--- config.mk ---
export PLATFORM = sky130hd
export DESIGN_NAME = intersection_ctrl
export DESIGN_NICKNAME = d
export VERILOG_FILES = /design/src/rtl/intersection_ctrl.sv
export SDC_FILE = /design/constraint.sdc
export NUM_CORES = 1
export LEC_CHECK = 0
export CORE_MARGIN = 1.5
export CORE_UTILIZATION = 53
export CTS_CLUSTER_SIZE = 8
export DETAILED_ROUTE_END_ITERATION = 10
export PLACE_DENSITY = 0.78
export SYNTH_ARGS = -nofsm -noshare
export SYNTH_HDL_FRONTEND = slang
export SYNTH_SLANG_ARGS = --single-unit
--- constraint.sdc ---
create_clock -name clk -period 4.6 [get_ports clk]
set_input_delay 0.69 -clock clk [delete_from_list [all_inputs] [get_ports clk]]
set_output_delay 0.69 -clock clk [all_outputs]
set_load 0.02 [all_outputs]
--- src/rtl/intersection_ctrl.sv ---
`default_nettype none
//------------------------------------------------------------------------------
//  Module      : intersection_ctrl
//  Description : Two-road traffic light controller with a pedestrian walk
//                phase on the EW green.
//                Phase order: AR_EW -> NS_G -> NS_Y -> AR_NS -> EW_G -> EW_Y.
//                Each phase is timed by a tick-driven dwell counter.
//                NS green rests until an EW vehicle or a pending pedestrian
//                request is present.
//  Revision    : 1.0  initial release
//------------------------------------------------------------------------------
module intersection_ctrl #(
   parameter int G_TIME  = 8,
   parameter int Y_TIME  = 3,
   parameter int AR_TIME = 1
) (
   input  logic       clk,
   input  logic       reset,
   input  logic       tick,
   input  logic       ew_req,
   input  logic       ped_req,
   output logic       ns_r,
   output logic       ns_y,
   output logic       ns_g,
   output logic       ew_r,
   output logic       ew_y,
   output logic       ew_g,
   output logic       walk,
   output logic [2:0] state_o
);

   typedef enum logic [2:0] {
      AR_EW = 3'd0,
      NS_G  = 3'd1,
      NS_Y  = 3'd2,
      AR_NS = 3'd3,
      EW_G  = 3'd4,
      EW_Y  = 3'd5
   } state_t;

   // Last counter value of each dwell. A phase exits on the tick that
   // samples this value, so it lasts exactly N tick pulses.
   localparam logic [3:0] c_G_LAST  = 4'(G_TIME - 1);
   localparam logic [3:0] c_Y_LAST  = 4'(Y_TIME - 1);
   localparam logic [3:0] c_AR_LAST = 4'(AR_TIME - 1);

   state_t     r_state;
   logic [3:0] r_cnt;
   logic       r_ped_pend;
   logic       r_walk_ph;

   state_t     w_state_nxt;
   logic [3:0] w_last;
   logic       w_done;
   logic       w_enter_ewg;
   logic [3:0] w_cnt_nxt;

   // Select the terminal count of the current phase's dwell.
   always_comb begin
      w_last = c_AR_LAST;
      case (r_state)
         NS_G, EW_G: w_last = c_G_LAST;
         NS_Y, EW_Y: w_last = c_Y_LAST;
         default:    w_last = c_AR_LAST;
      endcase
   end

   assign w_done = tick && (r_cnt == w_last);

   // Next-state logic and lamp decode of the registered state.
   always_comb begin
      w_state_nxt = r_state;
      ns_r        = 1'b1;
      ns_y        = 1'b0;
      ns_g        = 1'b0;
      ew_r        = 1'b1;
      ew_y        = 1'b0;
      ew_g        = 1'b0;
      walk        = 1'b0;
      case (r_state)
         AR_EW: begin
            if (w_done) w_state_nxt = NS_G;
         end
         NS_G: begin
            ns_r = 1'b0;
            ns_g = 1'b1;
            // Green rests here until someone on the cross street wants it.
            if (w_done && (ew_req || r_ped_pend)) w_state_nxt = NS_Y;
         end
         NS_Y: begin
            ns_r = 1'b0;
            ns_y = 1'b1;
            if (w_done) w_state_nxt = AR_NS;
         end
         AR_NS: begin
            if (w_done) w_state_nxt = EW_G;
         end
         EW_G: begin
            ew_r = 1'b0;
            ew_g = 1'b1;
            walk = r_walk_ph;
            if (w_done) w_state_nxt = EW_Y;
         end
         EW_Y: begin
            ew_r = 1'b0;
            ew_y = 1'b1;
            if (w_done) w_state_nxt = AR_EW;
         end
         default: begin
            // Unused codes recover to all-red on the next edge.
            w_state_nxt = AR_EW;
         end
      endcase
   end

   assign state_o     = r_state;
   assign w_enter_ewg = (w_state_nxt == EW_G) && (r_state != EW_G);

   // Dwell counter: clears on any phase change, saturates at the terminal count.
   always_comb begin
      w_cnt_nxt = r_cnt;
      if (w_state_nxt != r_state) begin
         w_cnt_nxt = 4'd0;
      end else if (tick && (r_cnt != w_last)) begin
         w_cnt_nxt = r_cnt + 4'd1;
      end
   end

   // State, counter and pedestrian flag registers.
   always_ff @(posedge clk or negedge reset) begin
      if (!reset) begin
         r_state    <= AR_EW;
         r_cnt      <= 4'd0;
         r_ped_pend <= 1'b0;
         r_walk_ph  <= 1'b0;
      end else begin
         r_state <= w_state_nxt;
         r_cnt   <= w_cnt_nxt;
         if (w_enter_ewg) begin
            // A press on the entry edge is served by this walk phase.
            r_walk_ph  <= r_ped_pend | ped_req;
            r_ped_pend <= 1'b0;
         end else begin
            r_ped_pend <= r_ped_pend | ped_req;
         end
      end
   end

endmodule
`default_nettype wire

Word level (Yosys, flattened, before mapping)
Cells that the tools add are included.
{ "op_classes": {"reduce_logical": 11, "n_bitwise": 1, "n_eq_ne": 10, "addsub": 1, "n_mux": 18} }
{ "op_table": {"columns": ["operator", "n"], "rows": [
  ["3-bit two-way mux", 6],
  ["3-bit case mux with 6 select lines", 1],
  ["3-bit == test, second input constant", 3],
  ["1-bit two-way mux", 8],
  ["4-bit two-way mux", 2],
  ["2-bit OR reduction", 4],
  ["3-bit by 2-bit == test with 1-bit output, second input constant", 2],
  ["3-bit case mux with 2 select lines", 1],
  ["4-bit by 1-bit adder with 4-bit output, second input constant", 1],
  ["4-bit == test", 1],
  ["1-bit logical AND", 4],
  ["4-bit inequality test", 1],
  ["3-bit by 1-bit == test with 1-bit output, second input constant", 1],
  ["3-bit zero test", 1],
  ["3-bit inequality test", 1],
  ["3-bit inequality test, second input constant", 1],
  ["2-bit nonzero test", 1],
  ["1-bit logical OR", 1],
  ["1-bit bitwise OR", 1]
]} }
{ "totals": {"out_inout_bits": 10, "elab_cells": 45, "input_bits": 5, "reg_bits": 9} }

Depth between registers and ports, before layout
Gate-level depths: netlist of run 1.
{ "logic_depth": {"word_depth": 11, "mapped_depth": 6, "mapped_depth_nobuf": 5} }

Worst setup path before layout of run 1
No wires, ideal clock.
{ "synth_timing": {"kind": "reg-to-output", "from": "register r_state[0] (netlist: state_o[0])", "to": "output ns_r", "path_buffers": 1, "t_arrival_ps": 1596, "stages_incl_launch_ff": 5, "slack_ps": 2314, "path_cell_list": "dfrtp_1 buf_6 inv_2 nor3_1 nor2_1"} }
{ "synth_via": {"elab_chain_cells": 3, "word_cells_on_any_way": 4, "classes_between": "2 x eq/ne; 1 x mux; 1 x reduce/logical"} }
{ "synth_lines": {"columns": ["item", "line", "source"], "rows": [
  ["from (decl)", "47", "state_t r_state;"],
  ["from (signal assigned)", "137", "r_state <= w_state_nxt;"],
  ["3-bit by 2-bit == test with 1-bit output / 3-bit by 1-bit == test with 1-bit output (equally long branches)", "80", "case (r_state)"],
  ["2-bit OR reduction (no source line) (*)", null, null],
  ["1-bit two-way mux (*)", "80", null],
  ["to (decl)", "22", "output logic ns_r,"]
]} }
Every way passes the cells marked *; elsewhere a longest branch is shown, timed or not.

Worst setup path in the final report of run 1
{ "layout_timing": {"from": "register r_state[0] (netlist: state_o[0])", "to": "output ns_g"} }
{ "layout_via": {"elab_chain_cells": 2} }
{ "layout_lines": {"columns": ["item", "line", "source"], "rows": [
  ["3-bit by 1-bit == test with 1-bit output", "80", null],
  ["1-bit two-way mux", "80", null],
  ["to (decl)", "24", "output logic ns_g,"]
]} }
Every way passes these cells.

==> key figures, run 1 <==
Status
  – Status: complete, no violations

Power and ir drop
  – Worst vdd ir: 329 uV
  – Leak: ~0.38 nW
  – Power per Cell Area: 709 nW/um^2

Placement
  – Post-placement cell count: 111
  – IO Port Bufs: 14
  – Gpl congestion: 0.860
  – HPWL Detailed: 1180 um
  – Pre-CTS WS: 2.11 ns

Route
  – Total number of vias: 734
  – Wirelength per Cell: 14.0 um
  – Routed WL: 1610 um
  – DRT iter0 DRCs: 24
  – Antenna viol nets, final: 0
  – First-pass iteration count of the detailed router: 4
  – DR DRC count: 0
  – Number of vias per cell: ~6.4

STA
  – Relative slew slack: 65.7%
  – Period minus WS final: 2.77 ns
  – F_max: 0.362 GHz
  – Setup violators final: 0
  – Worst-margin pin slew: 0.514 ns
  – Setup WS post-layout: 1.83 ns
  – Final Skew: 0.00145 ns
  – Tcrit/Tclk final: 60.1%
  – RSZ-0062 raised after global routing: no
  – Final hold violations: 0
  – Slew Limit Fails: 0
  – Post-route setup TNS: 0 ns

GRT
  – Vias in the first global route: around 570
  – Met2 usage: 36.9%
  – Global-route wire length before repair: 2590 um
  – M1 GR Usage: 33.8%
  – Initial antenna violation count: 0
  – Pin count of the biggest net entering global routing: 20
  – GR peak layer: met2
  – Gr ovfl total: 0
  – Total GRT Usage: between 20 and 25%
  – Global-route track usage on met3: approximately 3.3%

Layout
  – Nets: 107
  – Layout Utilization: 68.2%
  – Area of the multi-input gates: roughly 470 um^2
  – FF+latch area: ~230 um^2
  – Layout fillers: 109
  – Finished Layout Cells: 115
  – P&R area growth vs syn: 18.9%
  – Antenna cells: 0
  – Layout cells sized above 1: about an eighth

CTS
  – Clock sinks: 9
  – Clock Pin Slew Worst Setup and Hold Paths: ~0.060 ns
  – CTS hold repair buffers: 0
  – CTS Buffer Depth: 2
  – CTS tree: yes
  – CTS Root Cell: clkbuf_4
  – Inserted Clock Buffers: 3
  – Postcts setup bufs: 0
  – Post-CTS sizing: 0
  – Htree depth: 1
  – Clock latency on the worst-skew pair: 0.26 ns

Logic synthesis
  – Synth Area in Compound Gates: about 28%
  – Sequential fraction of the synthesis area: between 20 and 30%
  – Number of enable flip-flop cells after synthesis: 0
  – Ys Warns: 0
  – Yosys cell types: 37
  – Synth Area in Adders: 1.66%
  – Mux share of post-synthesis cell area: slightly below 4%
  – Count leader, synth: dfrtp_1
  – Syn_nets: 93
  – Share of flip-flops with an asynchronous set or reset: between 90% and 100%
  – Top cells by count, synth: dfrtp_1 (9), nor2_1 (8), nand2_1 (7)
  – Largest family of logic cells by synthesized area: compound AO/OA/AOI/OAI gates
  – Mapped Cells: 87
  – Post-synthesis simple-gate area fraction: 27.8%
  – Post-Synth XOR/XNOR Area: between 1 and 1.5%
  – #FFs+latches synth: 9
  – Synthesized area per cell: 8.69 um^2
  – Synth area leaders: dfrtp_1 (30%), mux2i_1 (4.0%), nor2_1 (4.0%), nand2_1 (3.5%), a31oi_1 (3.3%)
  – Top-area cell type share of the netlist area: 29.8%
  – Post-Syn Area: 756 um^2
  – Post-synth top flop: dfrtp_1
  – Area leader, netlist: dfrtp_1

Min path
  – Worst Hold Class: flip-flop to flip-flop

Die
  – Initial Utilization: 57.4%
  – DIE AREA: 1660 um^2
  – Total core area: approximately 1300 um^2
  – DIE HEIGHT: 40.8 um
  – Top Ports: 15
  – Chip width: around 40 um
  – Row count: 13

Critical path
  – CP required: 3.91 ns
  – Worst path slowest cell: clkdlybuf4s50_1
  – Max incr delay on CP: 0.68 ns
  – WS Path Type: flip-flop to primary output
  – Endpoint class of the critical path: primary output
  – CP Data Arrival Time: 2.08 ns
  – Crit-path cells: inv_2 > nor3_1 > clkdlybuf4s50_1
  – Crit start category: flip-flop
  – Crit path max fanout: 17

Job
  – MaxCap Viol Count: 0
## registers in the layout, indices dropped and copies added (netlist names)
signal	count
r_walk_ph	1
r_ped_pend	1
r_cnt	4
state_o	3
## cells by family (layout without fill, tap and decap cells)
group,Yosys count,count (layout)
xor+xnor,1,1
mux,3,3
compound gates,28,28
flops,9,9
fa+ha+maj,1,1
simple gates,36,36
buf+inv,9,22
## layout by cell type (no fill, tap or decap), drive strengths merged
cell type      count
dfrtp              9
a21oi              3
inv                4
xnor2              1
o2111ai            2
o21ai              6
and4b              2
nand4              2
nor3b              1
mux2i              3
clkbuf             4
a31oi              4
nor2b              2
clkdlybuf4s50     14
o21bai             1
o32ai              1
a21boi             3
and4bb             1
ha                 1
and3               3
o21a               3
o31ai              1
nand2b             1
a21o               1
a32oi              1
nor2               8
nand2              7
or3                4
o221ai             1
a211oi             1
nand3              1
nor3               4
## area by class of cell
cell class / instances / area share, %
multi-input combinational: 69 / 52.6
sequential: 9 / 25.1
timing repair buffer: 14 / 15.6
clock buffer: 4 / 2.92
tap: 15 / 2.09
inverter: 4 / 1.67
## layer usage
metal  vias to the layer above  part of all wire [%]
li1                        357                     -
met1                       342                    45
met2                        31                    48
met3                         4                   6.4
met4                         0                   1.3
met5                         -                     0
## through the flow
step                      instance area (um^2)  hold slack (ns)  power [mW]
after floorplan                            756            0.394       0.470
after global placement                     872            0.513       0.563
after detailed placement                   872            0.520       0.571
after CTS                                  898            0.536       0.634
after global routing                       898            0.556       0.692
final                                      898            0.536       0.637
## critical path, delay by kind of cell, from the launching register on
| family | cells | cell delay (ns) |
|---|---|---|
| flops | 1 | 0.63 |
| simple gates | 1 | 0.37 |
| buf+inv | 2 | 0.82 |
## power breakdown
group          switching (mW)  internal (mW)  total, mW  leakage [nW]
registers              0.0804          0.110      0.190         0.108
clock network          0.0262         0.0333     0.0596        0.0150
logic                   0.207          0.180      0.387         0.254
## final timing paths
kind	cells past startpoint	slack [ns]	from	end
worst max-delay path	3	1.83	state_o[0]$_DFF_PN0_	ns_g
min in group asynchronous	1	0.72	reset	r_cnt[1]$_DFFE_PN0P_
worst max register to register	5	2.52	state_o[2]$_DFF_PN0_	r_cnt[0]$_DFFE_PN0P_
max in group asynchronous	1	3.61	reset	state_o[1]$_DFF_PN0_
worst min register to register	2	0.54	r_walk_ph$_DFFE_PN0P_	r_walk_ph$_DFFE_PN0P_
worst min-delay path	2	0.54	r_walk_ph$_DFFE_PN0P_	r_walk_ph$_DFFE_PN0P_
Note: power is estimated with default switching activity, not from simulation.
==> run 2, diff against run 1 <==
- CORE_UTILIZATION: 53 -> 49
- PLACE_DENSITY: 0.78 -> 0.72
- clock period: 4.6 -> 2.6 ns (I/O delays scaled with it)
==> key figures, run 2 (same netlist as run 1, synthesis figures left out) <==
Status
  – Status: complete, no violations (unchanged)

CTS
  – Clock latency on the worst-skew pair: 0.26 ns (about the same)
  – Clock sinks: 9 (unchanged)
  – Post-CTS sizing: 0 (unchanged)
  – Htree depth: 1 (unchanged)
  – Inserted Clock Buffers: 3 (unchanged)
  – CTS hold repair buffers: 0 (unchanged)
  – Postcts setup bufs: 0 (unchanged)
  – CTS Buffer Depth: 2 (unchanged)
  – CTS Root Cell: clkbuf_4 (unchanged)
  – CTS tree: yes (unchanged)
  – Clock Pin Slew Worst Setup and Hold Paths: 0.06 ns (about the same)

Placement
  – Post-detailed-placement cell area: 887 um^2 (was 872 um^2)
  – HPWL Detailed: 1280 um (was 1180 um)
  – Gpl congestion: 0.908 (was 0.860)
  – IO Port Bufs: 14 (unchanged)

GRT
  – Vias in the first global route: 629 (was 568)
  – Initial antenna violation count: 0 (unchanged)
  – Total GRT Usage: 20.9% (was 24.2%)
  – M1 GR Usage: 29.5% (was 33.8%)
  – Met2 usage: 32.6% (was 36.9%)
  – Pin count of the biggest net entering global routing: 18 (was 20)
  – Global-route track usage on met3: 2.59% (was 3.26%)
  – Gr ovfl total: 0 (unchanged)
  – Global-route wire length before repair: 2880 um (was 2590 um)
  – GR peak layer: met2 (unchanged)

Route
  – DRT iter0 DRCs: 33 (was 24)
  – First-pass iteration count of the detailed router: 4 (unchanged)
  – Number of vias per cell: 6.18 (was 6.38)
  – Routed WL: 1670 um (was 1610 um)
  – Total number of vias: 723 (was 734)
  – Wirelength per Cell: 14.3 um (was 14.0 um)
  – Antenna viol nets, final: 0 (unchanged)
  – DR DRC count: 0 (unchanged)

Die
  – Total core area: 1370 um^2 (was 1320 um^2)
  – Initial Utilization: 55.3% (was 57.4%)
  – DIE HEIGHT: 42.3 um (was 40.8 um)
  – Chip width: 42.3 um (was 40.8 um)
  – DIE AREA: 1790 um^2 (was 1660 um^2)
  – Row count: 13 (unchanged)
  – Top Ports: 15 (unchanged)

Critical path
  – R2R setup slack: 0.66 ns (was 2.52 ns)
  – WS Path Type: flip-flop to primary output (unchanged)
  – Worst r2r dst: r_cnt[3]$_DFFE_PN0P_ (was r_cnt[0]$_DFFE_PN0P_)
  – Crit path max fanout: 10 (was 17)
  – CP required: 2.21 ns (was 3.91 ns)
  – CP Data Arrival Time: 1.94 ns (was 2.08 ns)
  – Crit start category: flip-flop (unchanged)
  – Launch point of the worst reg-to-reg path: state_o[0]$_DFF_PN0_ (was state_o[2]$_DFF_PN0_)
  – Reg2Reg Depth: 5 (unchanged)
  – Endpoint class of the critical path: primary output (unchanged)

STA
  – Final Skew: 0.00267 ns (was 0.00145 ns)
  – RSZ-0062 raised after global routing: no (unchanged)
  – F_max: 0.430 GHz
  – Setup violators final: 0 (unchanged)
  – Tcrit/Tclk final: 89.5%
  – Final hold violations: 0 (unchanged)
  – Slew Limit Fails: 0 (unchanged)
  – Worst-margin pin slew: 0.441 ns (was 0.514 ns)
  – Relative slew slack: 70.5% (was 65.7%)
  – Period minus WS final: 2.33 ns
  – Post-route setup TNS: 0 ns (unchanged)

Layout
  – Nets: 109 (was 107)
  – Area of the multi-input gates: 473 um^2 (unchanged)
  – Max reg flops: 4 (unchanged)
  – Commonest non-fill, non-tap cell in the layout: clkdlybuf4s50_1 (unchanged)
  – Reg with most FFs: r_cnt (unchanged)
  – Antenna cells: 0 (unchanged)
  – Layout cells sized above 1: 15.7% (was 12.0%)
  – P&R area growth vs syn: 21.2% (was 18.9%)
  – Most frequent cells in the layout: clkdlybuf4s50_1 (14), nor2_1 (8), dfrtp_1 (8) (was clkdlybuf4s50_1 (14), dfrtp_1 (9), nor2_1 (8))
  – Layout fillers: 119 (was 109)
  – Post-route cell area: 916 um^2 (was 898 um^2)
  – FF+latch area: 226 um^2 (was 225 um^2)

Job
  – MaxCap Viol Count: 0 (unchanged)

Power and ir drop
  – Leak: 0.389 nW (was 0.377 nW)
  – Net switching power: 0.558 mW (was 0.314 mW)
  – Sw Share: 48.8% (was 49.2%)
  – Overall power: 1.14 mW (was 0.637 mW)
  – Power per Cell Area: 1250 nW/um^2 (was 709 nW/um^2)
  – Comb power frac: 62.2% (was 60.8%)
  – Reg power frac: 28.7% (was 29.9%)
  – Worst vdd ir: 777 uV (was 329 uV)
  – Clock power frac: 9.1% (was 9.3%)
  – Int Pwr: 0.585 mW (was 0.323 mW)

Min path
  – Worst Hold Class: primary input to asynchronous set/reset pin (was flip-flop to flip-flop)
[run 2: changes by cell type in the layout (fill, tap and decap cells not counted), sizes merged]
cell and change:
buf +2, clkinv +1, clkbuf -1
[run 2: how the worst max path moves through the flow]
stage,from,endpoint,cells past startpoint
2_1_floorplan,state_o[0]$_DFF_PN0_,ns_r,4
3_3_place_gp,tick,r_cnt[3]$_DFFE_PN0P_,7
3_5_place_dp,state_o[0]$_DFF_PN0_,ns_g,3
4_1_cts,state_o[0]$_DFF_PN0_,ns_g,3
5_1_grt,state_o[2]$_DFF_PN0_,ns_g,3
6_report,state_o[1]$_DFF_PN0_,walk,4
[run 2: metal layers]
layer,vias up,share of wire [%]
met5,-,0
met4,0,1.3
met3,2,5.6
met2,27,45
met1,334,48
li1,360,-
[run 2: area by class of cell]
cell class                 instances  share of cell area [%]
sequential                         9                    24.7
tap                               15                    2.05
clock inverter                     1                   0.546
clock buffer                       3                    2.46
multi-input combinational         69                    51.6
inverter                           4                    1.64
timing repair buffer              16                    16.9
[run 2: power groups by stage]
stage | Sequential, mW | Clock, mW | Combinational, mW
after detailed placement | 0.326 | 0 | 0.704
after global placement | 0.321 | 0 | 0.693
after CTS | 0.323 | 0.109 | 0.706
after global routing | 0.347 | 0.116 | 0.779
after floorplan | 0.277 | 0 | 0.554
final | 0.328 | 0.104 | 0.711
[run 2: metrics by stage]
| step | setup WS, ns | utilization [%] | cells | hold slack [ns] |
|---|---|---|---|---|
| 3_3_place_gp | 0.521 | 64.9 | 113 | 0.525 |
| 2_1_floorplan | 0.614 | - | 87 | 0.0944 |
| 6_report | 0.273 | 67.0 | 117 | 0.413 |
| 4_1_cts | 0.140 | 66.9 | 117 | 0.412 |
| 5_1_grt | 0.166 | 67.0 | 117 | 0.437 |
| 3_5_place_dp | 0.426 | 64.9 | 113 | 0.552 |
[run 2: worst max-delay path: stages (launching register included)]
cell and delay [ns]:
dfrtp_1 0.50, inv_2 0.21, nand2_1 0.16, nor3_1 0.18, clkdlybuf4s50_1 0.63
==> run 3, diff against run 2 <==
- CTS_CLUSTER_SIZE: 8 -> 10
==> results of run 3 <==
The final DEF is identical to that of run 2; final timing and power are the same.
